**src/rtl/sd_demuxn.sv**
```systemverilog
// Narrow-to-wide stream demux: gathers up to `ratio` beats of `width` bits into one
// output word, with c_last closing a word early and a one-word skid held in acc.
module sd_demuxn #(
    parameter int unsigned width = 8,
    parameter int unsigned ratio = 4
) (
    input  logic                          clk,
    input  logic                          reset,
    input  logic                          c_srdy,
    output logic                          c_drdy,
    input  logic [width-1:0]              c_data,
    input  logic                          c_last,
    output logic                          p_srdy,
    input  logic                          p_drdy,
    output logic [width*ratio-1:0]        p_data,
    output logic [$clog2(ratio+1)-1:0]    p_cnt
);
    localparam int unsigned IW = $clog2(ratio);
    localparam int unsigned CW = $clog2(ratio + 1);
    localparam int unsigned DW = width * ratio;

    logic [IW-1:0] idx, idx_nxt;
    logic [DW-1:0] acc, acc_nxt;
    logic [CW-1:0] pend_cnt, pend_cnt_nxt;
    logic          pend, pend_nxt;
    logic          p_srdy_nxt;
    logic [DW-1:0] p_data_nxt;
    logic [CW-1:0] p_cnt_nxt;
    logic          c_xfer, out_free, complete;
    logic [DW-1:0] word;

    // Completed word: accumulated slots below idx, current beat at idx, zeros above.
    always_comb begin
        c_xfer   = c_srdy & c_drdy;
        out_free = ~p_srdy | p_drdy;
        complete = (idx == IW'(ratio - 1)) | c_last;
        word     = '0;
        for (int unsigned i = 0; i < ratio; i++) begin
            if (IW'(i) < idx) begin
                word[i*width +: width] = acc[i*width +: width];
            end else if (IW'(i) == idx) begin
                word[i*width +: width] = c_data;
            end
        end
    end

    always_comb begin
        idx_nxt      = idx;
        acc_nxt      = acc;
        pend_nxt     = pend;
        pend_cnt_nxt = pend_cnt;
        p_srdy_nxt   = p_srdy;
        p_data_nxt   = p_data;
        p_cnt_nxt    = p_cnt;

        if (p_srdy && p_drdy) begin
            p_srdy_nxt = 1'b0;
        end

        if (pend) begin
            // Parked word moves out as soon as the output register frees up.
            if (out_free) begin
                p_srdy_nxt = 1'b1;
                p_data_nxt = acc;
                p_cnt_nxt  = pend_cnt;
                pend_nxt   = 1'b0;
                acc_nxt    = '0;
            end
        end else if (c_xfer) begin
            if (complete) begin
                idx_nxt = '0;
                if (out_free) begin
                    p_srdy_nxt = 1'b1;
                    p_data_nxt = word;
                    p_cnt_nxt  = CW'(idx) + CW'(1);
                    acc_nxt    = '0;
                end else begin
                    acc_nxt      = word;
                    pend_nxt     = 1'b1;
                    pend_cnt_nxt = CW'(idx) + CW'(1);
                end
            end else begin
                for (int unsigned i = 0; i < ratio; i++) begin
                    if (IW'(i) == idx) begin
                        acc_nxt[i*width +: width] = c_data;
                    end
                end
                idx_nxt = idx + IW'(1);
            end
        end
    end

    // c_drdy is a pure register image of ~pend, held low through reset.
    always_ff @(posedge clk) begin
        if (reset) begin
            idx      <= '0;
            acc      <= '0;
            pend     <= 1'b0;
            pend_cnt <= '0;
            p_srdy   <= 1'b0;
            p_data   <= '0;
            p_cnt    <= '0;
            c_drdy   <= 1'b0;
        end else begin
            idx      <= idx_nxt;
            acc      <= acc_nxt;
            pend     <= pend_nxt;
            pend_cnt <= pend_cnt_nxt;
            p_srdy   <= p_srdy_nxt;
            p_data   <= p_data_nxt;
            p_cnt    <= p_cnt_nxt;
            c_drdy   <= ~pend_nxt;
        end
    end

endmodule

```
**config.mk**
```make
export PLATFORM = sky130hd
export DESIGN_NAME = sd_demuxn
export DESIGN_NICKNAME = d
export VERILOG_FILES = /design/src/rtl/sd_demuxn.sv
export SDC_FILE = /design/constraint.sdc
export NUM_CORES = 1
export LEC_CHECK = 0
export CORE_ASPECT_RATIO = 0.9
export CORE_MARGIN = 3
export CORE_UTILIZATION = 53
export CTS_CLUSTER_SIZE = 30
export DETAILED_ROUTE_END_ITERATION = 10
export GPL_TIMING_DRIVEN = 0
export PLACE_DENSITY = 0.8
export SLEW_MARGIN = 20
export SYNTH_ARGS = -nofsm -noshare
export SYNTH_HDL_FRONTEND = slang
export SYNTH_SLANG_ARGS = --single-unit
```
**constraint.sdc**
```tcl
create_clock -name clk -period 2.3 [get_ports clk]
set_input_delay 0.46 -clock clk [delete_from_list [all_inputs] [get_ports clk]]
set_output_delay 0.46 -clock clk [all_outputs]
set_load 0.01 [all_outputs]
```
==> run metrics, run 1 <==
pre-CTS setup slack=-0.309 ns; cell taking the most area after synthesis=dfxtp_1; Final Slew Violations=0; post-synthesis sequential area ratio=between 40 and 50%; number of routed nets with antenna violations=0; Cell Area, Synth=3230 um2; Net Count, Synth=roughly 380; Clock Latency Late Sink=0.35 ns; clk slew on worst S/H paths=about 0.08 ns; vias per cell=about 6; syn_area_per_cell=roughly 9 um2; Combinational Power Share=a little over a tenth; fmax=between 400 and 500 MHz; post-synth cell types=39; GR Util All Layers=26.1%; initial antenna violation count=0; Ys Warns=0; worst vdd ir=463 uV; DR DRC count=0; fin util=between 60% and 70%; Core Area=approximately 5800 um2; vias in the first global route=about 2.8k; Cell Chain, Critical Path=clkbuf_4 -> inv_1 -> ha_1 -> or3_4 -> a221oi_4 -> buf_4 -> a22o_1; final WL=between 8000 and 9000 um; fin crit share=a little over nine tenths; layout cell share with drive strength beyond 1=under 10%; CTS tree=done; hold crit path type=reg -> reg; Worst slew margin=a little under half; Slew @ Worst Pin=about 0.79 ns; CTS Hold Bufs=0; net count reported at finish=432; # rows=26; CTS sink count=between 70 and 80; fin worst setup slack=roughly 0.14 ns; H-tree levels=3; Max Cap Violations=0; WP data required=approximately 2.6 ns; CTS Buffer Depth=2; Crit path max-delay family=buffers and inverters; crit-path max cell delay=0.45 ns; CP Class=reg -> reg; Starting Density=a little under three fifths; Sw Pwr=~0.66 mW; dominant cells by area after synthesis=dfxtp_1, a22o_1, nor2_1; Layout area overhead=22.6%; Final Hold Viols=0; Seq pwr share=around half; global-route wire length before repair=14200 um; Cell Int Power=approximately 2 mW; LEAKAGE=between 1 and 1.5 nW; RePlAce Congestion=roughly 0.95; Die W=88.3 um; chip height=roughly 80 um; drt first-iter violations=208; Final setup viols=0; Fill cells=around 470; crit-path max FO=10; switch share=around 24%; largest net degree at the start of global routing=13; CTS Root Cell=clkbuf_8; drt first pass iters=4; skew final=0.00838 ns; PwrDens=685 nW/um2; routed vias=roughly 3k; Final HPWL DP=between 5000 and 6000 um; RSZ-0062 raised after global routing=false; CP Launch Type=flop; ant diodes=0; Hold Slack=0.478 ns; post-layout minimum cycle time=about 2.2 ns; critical path buffer and inverter count=3; synthesized instance count=approximately 360; die area=just over 7000 um2; slowest stage cell, crit path=or3_4; top cell type's share of synthesized area=46.5%; post-route setup TNS=0 ns; # IOs=50; Num CTS Buffers=9; grt total ovfl=0; status=finished, final reports clean; input/output buffers=40; CP Capture Type=flop; flops & latches, synth=75; WL/cell=approximately 17 um; clock share of power=roughly two fifths; crit path DAT=roughly 2.4 ns
[path summary, 6_finish.rpt]
| kind | from | cells after the start | slack [ns] | end |
|---|---|---|---|---|
| setup / recovery | idx[1] | 7 | 0.14 | acc[14] |
| setup reg to reg | idx[1] | 7 | 0.14 | acc[14] |
| hold / removal | acc[19] | 1 | 0.48 | acc[19] |
| hold reg to reg | acc[19] | 1 | 0.48 | acc[19] |
[registers in the layout (all words and copies together) (netlist names)]
| signal | flops |
|---|---|
| p_cnt | 3 |
| pend | 1 |
| p_srdy | 1 |
| p_data | 32 |
| pend_cnt | 3 |
| idx | 2 |
| acc | 32 |
| c_drdy | 1 |
[metrics by stage]
stage / power [mW] / std cells / instance area [um2]
floorplan: 1.55 / 362 / 3230
global placement: 1.67 / 472 / 3710
detailed placement: 1.68 / 472 / 3710
CTS: 2.72 / 489 / 3950
global route: 2.82 / 488 / 3960
finish: 2.71 / 488 / 3960
[cell usage in the layout, fill, tap and decap left out, types with 2 or more instances in the layout]
cell / count
a211oi_1: 19
a21o_1: 2
a21oi_1: 14
a22o_1: 24
a22oi_1: 8
a311oi_1: 16
a31oi_1: 3
buf_1: 10
buf_2: 9
clkbuf_1: 11
clkbuf_8: 12
clkdlybuf4s50_1: 40
clkinv_2: 2
dfxtp_1: 73
dfxtp_2: 2
ha_1: 6
inv_1: 9
mux2i_1: 7
nand2_1: 14
nand3_1: 33
nor2_1: 49
nor2b_1: 5
nor3_1: 4
nor3b_1: 2
o211ai_1: 6
o21ai_0: 15
[synth_stat cells]
cell type  count
a211oi_1      19
a21boi_0       1
a21o_1         2
a21oi_1       15
a221oi_2       1
a221oi_4       1
a22o_1        24
a22oi_1        8
a311oi_1      16
a31oi_1        3
buf_1         10
buf_2          9
buf_6          1
clkbuf_1      13
dfxtp_1       75
ha_1           6
inv_1          9
mux2i_1        7
nand2_1       14
nand2b_1       1
nand3_1       33
nand3b_1       1
nand4bb_1      1
nor2_1        49
nor2_2         1
nor2b_1        5
nor3_1         4
nor3b_1        2
nor4_1         2
o211ai_1       6
o21a_1         1
o21ai_0       15
o21bai_1       1
o32ai_1        1
or2_1          1
or2_2          1
or3_1          1
or3_4          1
or4_1          1
[cell type report]
type	count	area (um2)	share of cell area, %
Tap cell	70	87.6	2.21
Inverter	9	33.8	0.854
Buffer	32	143	3.61
Multi-Input combinational cell	245	1570	39.6
Timing Repair Buffer	41	408	10.3
Clock inverter	4	47.5	1.20
Sequential cell	75	1500	38.0
Clock buffer	12	165	4.17
[cells by family (layout without fill, tap and decap cells)]
group                    after synthesis  after routing  share of synthesized area, %
AND/OR/NAND/NOR                      118            118                          17.0
AO/OA/AOI/OAI                        114            114                          26.5
flip-flops                            75             75                          46.5
buffers and inverters                 42             98                          5.47
multiplexers                           7              7                          2.17
adder cells (fa/ha/maj)                6              6                          2.33
[timing repair]
action / 4_1_cts / 5_1_grt
gates resized for setup: 4 / 3
buffers inserted: 1 / 0
setup endpoints to repair: 16 / 55
pin swaps: 1 / 0
[metal layers]
layer	vias up	wire length (um)	GRT usage (%)
li1	1431	-	-
met3	9	622	7.22
met4	0	118	9.06
met2	109	3730	36.8
met1	1395	4040	37.9
met5	-	0	0
[power by group through the flow]
stage          Sequential (mW)  Clock, mW  Combinational, mW
6_report                  1.36       1.06              0.291
5_1_grt                   1.37       1.13              0.318
4_1_cts                   1.36       1.07              0.288
3_5_place_dp              1.39          0              0.284
3_3_place_gp              1.39          0              0.280
2_1_floorplan             1.41          0              0.145
(Power assumes the default switching activity.)
==> inputs of run 2 (changes only) <==
CORE_UTILIZATION = 50   (was 53)
PLACE_DENSITY = 0.76   (was 0.8)
==> run 2 against run 1 <==
Against the previous run: worst setup slack improved by 0.026 ns; first-iteration DRC count up 19%; via count increased by 2.0%; clock skew about the same; critical path depth is the same; flip-flop and latch count stayed put.
==> run metrics, run 2 (synthesis gave the netlist of run 1 again) <==
status=finished, final reports clean; Final Slew Violations=0 (unchanged); grt total ovfl=0 (unchanged); Final setup viols=0 (unchanged); commonest non-fill, non-tap cell in the layout=dfxtp_1; RePlAce Congestion=0.971 (+2.5%); switch share=26.0% (+1.6 points); fmax=469 MHz (+1.2%); dpl cells=489 (+3.6%); crit-path max FO=10 (unchanged); Layout area overhead=22.7% (about the same); CTS Buffer Depth=2 (unchanged); vias per cell=5.95 (-1.4%); CP Class=reg -> reg; RSZ-0062 raised after global routing=false; CP Launch Type=flop; Clock Latency Late Sink=0.37 ns (+0.02 ns); post-layout minimum cycle time=2.13 ns (-0.0262 ns); FF-to-FF Start=idx[1]; Combinational Power Share=11.0% (+0.3 points); clk slew on worst S/H paths=0.08 ns (about the same); GR Util All Layers=24.1% (-2.0 points); drt first-iter violations=247 (+19%); # rows=27 (+3.8%); hold crit path type=reg -> reg; WP data required=2.61 ns (+0.02 ns); Seq pwr share=51.3% (+1.0 points); slowest stage cell, crit path=or3_4; H-tree levels=3 (unchanged); CTS tree=done; routed vias=3003 (+2.0%); CP Capture Type=flop; number of routed nets with antenna violations=0 (unchanged); CTS Hold Bufs=0 (unchanged); Die W=90.7 um (+2.8%); Num CTS Buffers=9 (unchanged); vias in the first global route=2701 (-4.2%); global-route wire length before repair=14000 um (-1.9%); CTS Root Cell=clkbuf_8; crit path DAT=2.44 ns (about the same); # IOs=50 (unchanged); fin crit share=92.7% (-1.1 points); Hold EP=acc[30]; Sw Pwr=0.690 mW (+4.1%); Core Area=6180 um2 (+6.8%); hold_sp=acc[30]; Worst slew margin=46.9% (+0.20 points); Slew @ Worst Pin=0.790 ns (-0.00299 ns); input/output buffers=40 (unchanged); Final HPWL DP=5920 um (+0.42%); Min-Delay Path Depth=1 (unchanged); final instance area=3960 um2 (about the same); drt first pass iters=5 (+1); net count reported at finish=432 (unchanged); WL/cell=17.1 um (-1.8%); Crit path max-delay family=buffers and inverters; crit-path max cell delay=0.45 ns (about the same); Cell Area, Placed=3740 um2 (+0.57%); chip height=82.2 um (+2.7%); final WL=8650 um (+1.6%); ant diodes=0 (unchanged); LEAKAGE=1.31 nW (-1.5%); biggest regs=acc (32), p_data (32); DR DRC count=0 (unchanged); commonest non-fill, non-tap cells in the layout=dfxtp_1, nor2_1, clkdlybuf4s50_1; clock share of power=37.7% (-1.3 points); layout cell share with drive strength beyond 1=8.61% (-0.24 points); die area=7450 um2 (+5.6%); R2R depth=7 (unchanged); r2r setup slk=0.17 ns (+0.03 ns); skew final=0.00821 ns (-0.000170 ns); Max Cap Violations=0 (unchanged); Cell Int Power=1.96 mW (-4.2%); PwrDens=670 nW/um2 (-2.2%); pre-CTS setup slack=-0.358 ns (-0.0487 ns); worst vdd ir=355 uV (-23%); Final Hold Viols=0 (unchanged); largest net degree at the start of global routing=14 (+1); critical path buffer and inverter count=3 (unchanged); Starting Density=52.2% (-3.5 points); Post-Layout Cell Count=505 (+3.5%); reg2reg end=acc[11]; initial antenna violation count=0 (unchanged); fin worst setup slack=0.168 ns (+0.0262 ns); CTS sink count=75 (unchanged); Cell Chain, Critical Path=clkbuf_4 -> inv_1 -> ha_1 -> or3_4 -> a221oi_4 -> buf_4 -> a22o_1
## run 2: what timing repair did
item / CTS / global route
pin swaps: 1 / 1
gates resized for setup: 4 / 3
setup buffers: 0 / 1
setup endpoints to repair: 16 / 58
## run 2: final cells by class
cell class                 count  area (um2)
clock buffer                  10         128
buffer                        32         143
inverter                       9        33.8
multi-input combinational    245        1570
fill                         554        2220
tap                           87         109
sequential                    75        1500
timing repair buffer          41         408
clock inverter                 6        66.3
## run 2: power groups by stage
stage | Combinational (mW) | Clock, mW | Sequential (mW)
CTS | 0.287 | 1.01 | 1.36
finish | 0.292 | 0.999 | 1.36
floorplan | 0.145 | 0 | 1.41
detailed placement | 0.285 | 0 | 1.39
global placement | 0.282 | 0 | 1.39
global route | 0.319 | 1.06 | 1.37
## run 2: metrics by stage
stage | total power, mW | TNS (ns) | utilization, % | hold WS (ns)
2_1_floorplan | 1.55 | 0 | - | 0.442
6_report | 2.65 | 0 | 64.0 | 0.483
3_5_place_dp | 1.68 | -5.54 | 60.4 | 0.458
5_1_grt | 2.75 | 0 | 64.0 | 0.492
3_3_place_gp | 1.67 | -4.26 | 60.4 | 0.455
4_1_cts | 2.65 | 0 | 63.8 | 0.481
## run 2: how the worst max path moves through the flow
stage                start    endpoint  cells past startpoint
floorplan           idx[1]      acc[6]                      8
global placement    idx[1]      acc[6]                      8
detailed placement  idx[1]      acc[6]                      8
CTS                 idx[0]  p_data[31]                      7
global route        idx[0]  p_data[30]                      7
finish              idx[1]     acc[11]                      7
## run 2: per-layer routing
layer	track usage [%]	vias up	share of wire [%]	wire, um
met5	0	-	0	0
met4	11.9	0	3.0	263
met3	5.89	30	6.3	545
met2	36.6	116	43	3750
met1	32.5	1425	47	4090
li1	-	1432	-	-
==> inputs of run 3 (changes only) <==
CAP_MARGIN = 20   (was not set)
SETUP_SLACK_MARGIN = 0.1   (was not set)
==> run 3 against run 2 <==
Against the previous run: wire length is 1.2% higher; via count is 0.20% lower; register-to-register slack hardly changed; flip-flop and latch count stayed put; sequential share of layout area is 0.29 points lower; core utilization is 0.49 points higher; die area stayed put; first-iteration DRC count is 16% lower; total power is 0.18% higher; clock skew hardly changed; clock-buffer cell count stayed put; critical path type unchanged; highest routed layer unchanged.
==> run metrics, run 3 (synthesis gave the netlist of run 1 again) <==
vias in the first global route=2699 (-0.074%); Layout area overhead=23.6%; layout cell share with drive strength beyond 1=9.74% (+1.1 points); FF-to-FF Start=idx[1]; commonest non-fill, non-tap cell in the layout=dfxtp_1; Final Slew Violations=0 (unchanged); grt total ovfl=0 (unchanged); fin crit share=92.0% (-0.64 points); critical path buffer and inverter count=3 (unchanged); Final HPWL DP=5920 um (unchanged); drt first pass iters=5 (unchanged); clk slew on worst S/H paths=0.08 ns (about the same); Worst slew margin=45.5% (-1.5 points); Final setup viols=0 (unchanged); biggest regs=acc (32), p_data (32); GR Util All Layers=24.1% (about the same); # IOs=50 (unchanged); DR DRC count=0 (unchanged); hold crit path type=reg -> reg; die area=7450 um2 (unchanged); input/output buffers=40 (unchanged); fmax=472 MHz (+0.70%); met3 WL=522 um (-4.2%); drt first-iter violations=208 (-16%); Core Area=6180 um2 (unchanged); largest net degree at the start of global routing=14 (unchanged); post-layout minimum cycle time=2.12 ns (-0.0148 ns); LEAKAGE=1.33 nW (+1.5%); CTS Buffer Depth=2 (unchanged); net count reported at finish=435 (+0.69%); Final Hold Viols=0 (unchanged); CTS tree=done; reg2reg end=acc[15]; CP Class=reg -> reg; Die W=90.7 um (unchanged); Starting Density=52.2% (unchanged); Clock Latency Late Sink=0.36 ns (about the same); skew final=0.00777 ns (-0.000437 ns); Max Cap Violations=0 (unchanged); top sig layer=met4; worst vdd ir=354 uV (-0.17%); Hold EP=acc[30]; H-tree levels=3 (unchanged); wl on met1=4120 um (+0.61%); WP data required=2.60 ns (about the same); CTS Root Cell=clkbuf_8; Slew @ Worst Pin=0.812 ns (+0.0217 ns); slowest stage cell, crit path=or3_4; CTS sink count=75 (unchanged); global-route wire length before repair=14000 um (-0.10%); crit path DAT=2.42 ns (-0.02 ns); initial antenna violation count=0 (unchanged); number of routed nets with antenna violations=0 (unchanged); Num CTS Buffers=9 (unchanged); Crit path max-delay family=buffers and inverters; final WL=8750 um (+1.2%); post-route setup TNS=0 ns (unchanged); R2R depth=7 (unchanged); Hold Slack=0.483 ns (+0.0000620 ns); hold_sp=acc[30]; fin util=64.5% (+0.49 points); r2r setup slk=0.18 ns (about the same); routed vias=2997 (-0.20%); PwrDens=666 nW/um2 (-0.58%); # rows=27 (unchanged); crit-path max cell delay=0.45 ns (about the same); vias per cell=5.90 (-0.79%); CP Capture Type=flop; chip height=82.2 um (unchanged); ant diodes=0 (unchanged); WL/cell=17.2 um (+0.60%); CP Launch Type=flop; Cell Chain, Critical Path=clkbuf_4 -> inv_1 -> ha_1 -> or3_4 -> a221oi_4 -> buf_4 -> a22o_1; critical path depth=7 (unchanged); met2 wire len=3850 um (+2.7%); Min-Delay Path Depth=1 (unchanged); crit-path max FO=10 (unchanged); RSZ-0062 raised after global routing=true; status=finished, final reports clean; RePlAce Congestion=0.971 (unchanged); commonest non-fill, non-tap cells in the layout=dfxtp_1, nor2_1, clkdlybuf4s50_1
-- run 3: worst register-to-register path, stage by stage (launching register included) --
cell	delay (ns)
dfxtp_2	0.41
clkbuf_4	0.22
inv_1	0.10
ha_1	0.33
or3_4	0.45
a221oi_4	0.21
buf_4	0.19
a22o_1	0.15
-- run 3: how the worst max path moves through the flow --
stage	start	end	slack, ns
finish	idx[1]	acc[15]	0.18
global route	idx[1]	acc[6]	0.07
CTS	idx[1]	acc[6]	0.12
detailed placement	idx[1]	acc[6]	-0.36
global placement	idx[1]	acc[6]	-0.30
floorplan	idx[1]	acc[6]	0.19
-- run 3: area by class of cell --
type,count,area [um2]
well taps,87,109
clock buffers,10,128
fillers,544,2190
plain buffers,32,146
inverters,9,33.8
flip-flops and latches,75,1500
clock inverters,6,66.3
repair buffers,44,430
multi-input cells,245,1570
-- run 3: routing by layer --
layer	vias up	global-route usage [%]
met5	-	0
met4	0	11.9
met3	21	5.89
met2	109	36.6
met1	1429	32.4
li1	1438	-
-- run 3: what timing repair did --
item                                    in CTS  in global routing
pin swaps                                    1                  3
endpoints found under the setup margin      27                 65
resized for setup                            5                  7
endpoints found under the hold margin        0                  0
hold buffers                                 0                  0
gates cloned                                 0                  0
setup buffers                                0                  4
-- run 3: power breakdown --
part	switching, mW	internal, mW	leakage [nW]
combinational	0.170	0.126	0.627
sequential	0.0232	1.34	0.610
clock	0.499	0.500	0.0885
-- run 3: metrics by stage --
step	instance area (um2)	total power, mW	instances	setup slack, ns
floorplan	3230	1.55	362	0.193
global placement	3740	1.67	489	-0.305
global route	3990	2.75	508	0.0718
CTS	3940	2.65	504	0.123
detailed placement	3740	1.68	489	-0.358
finish	3990	2.66	508	0.183
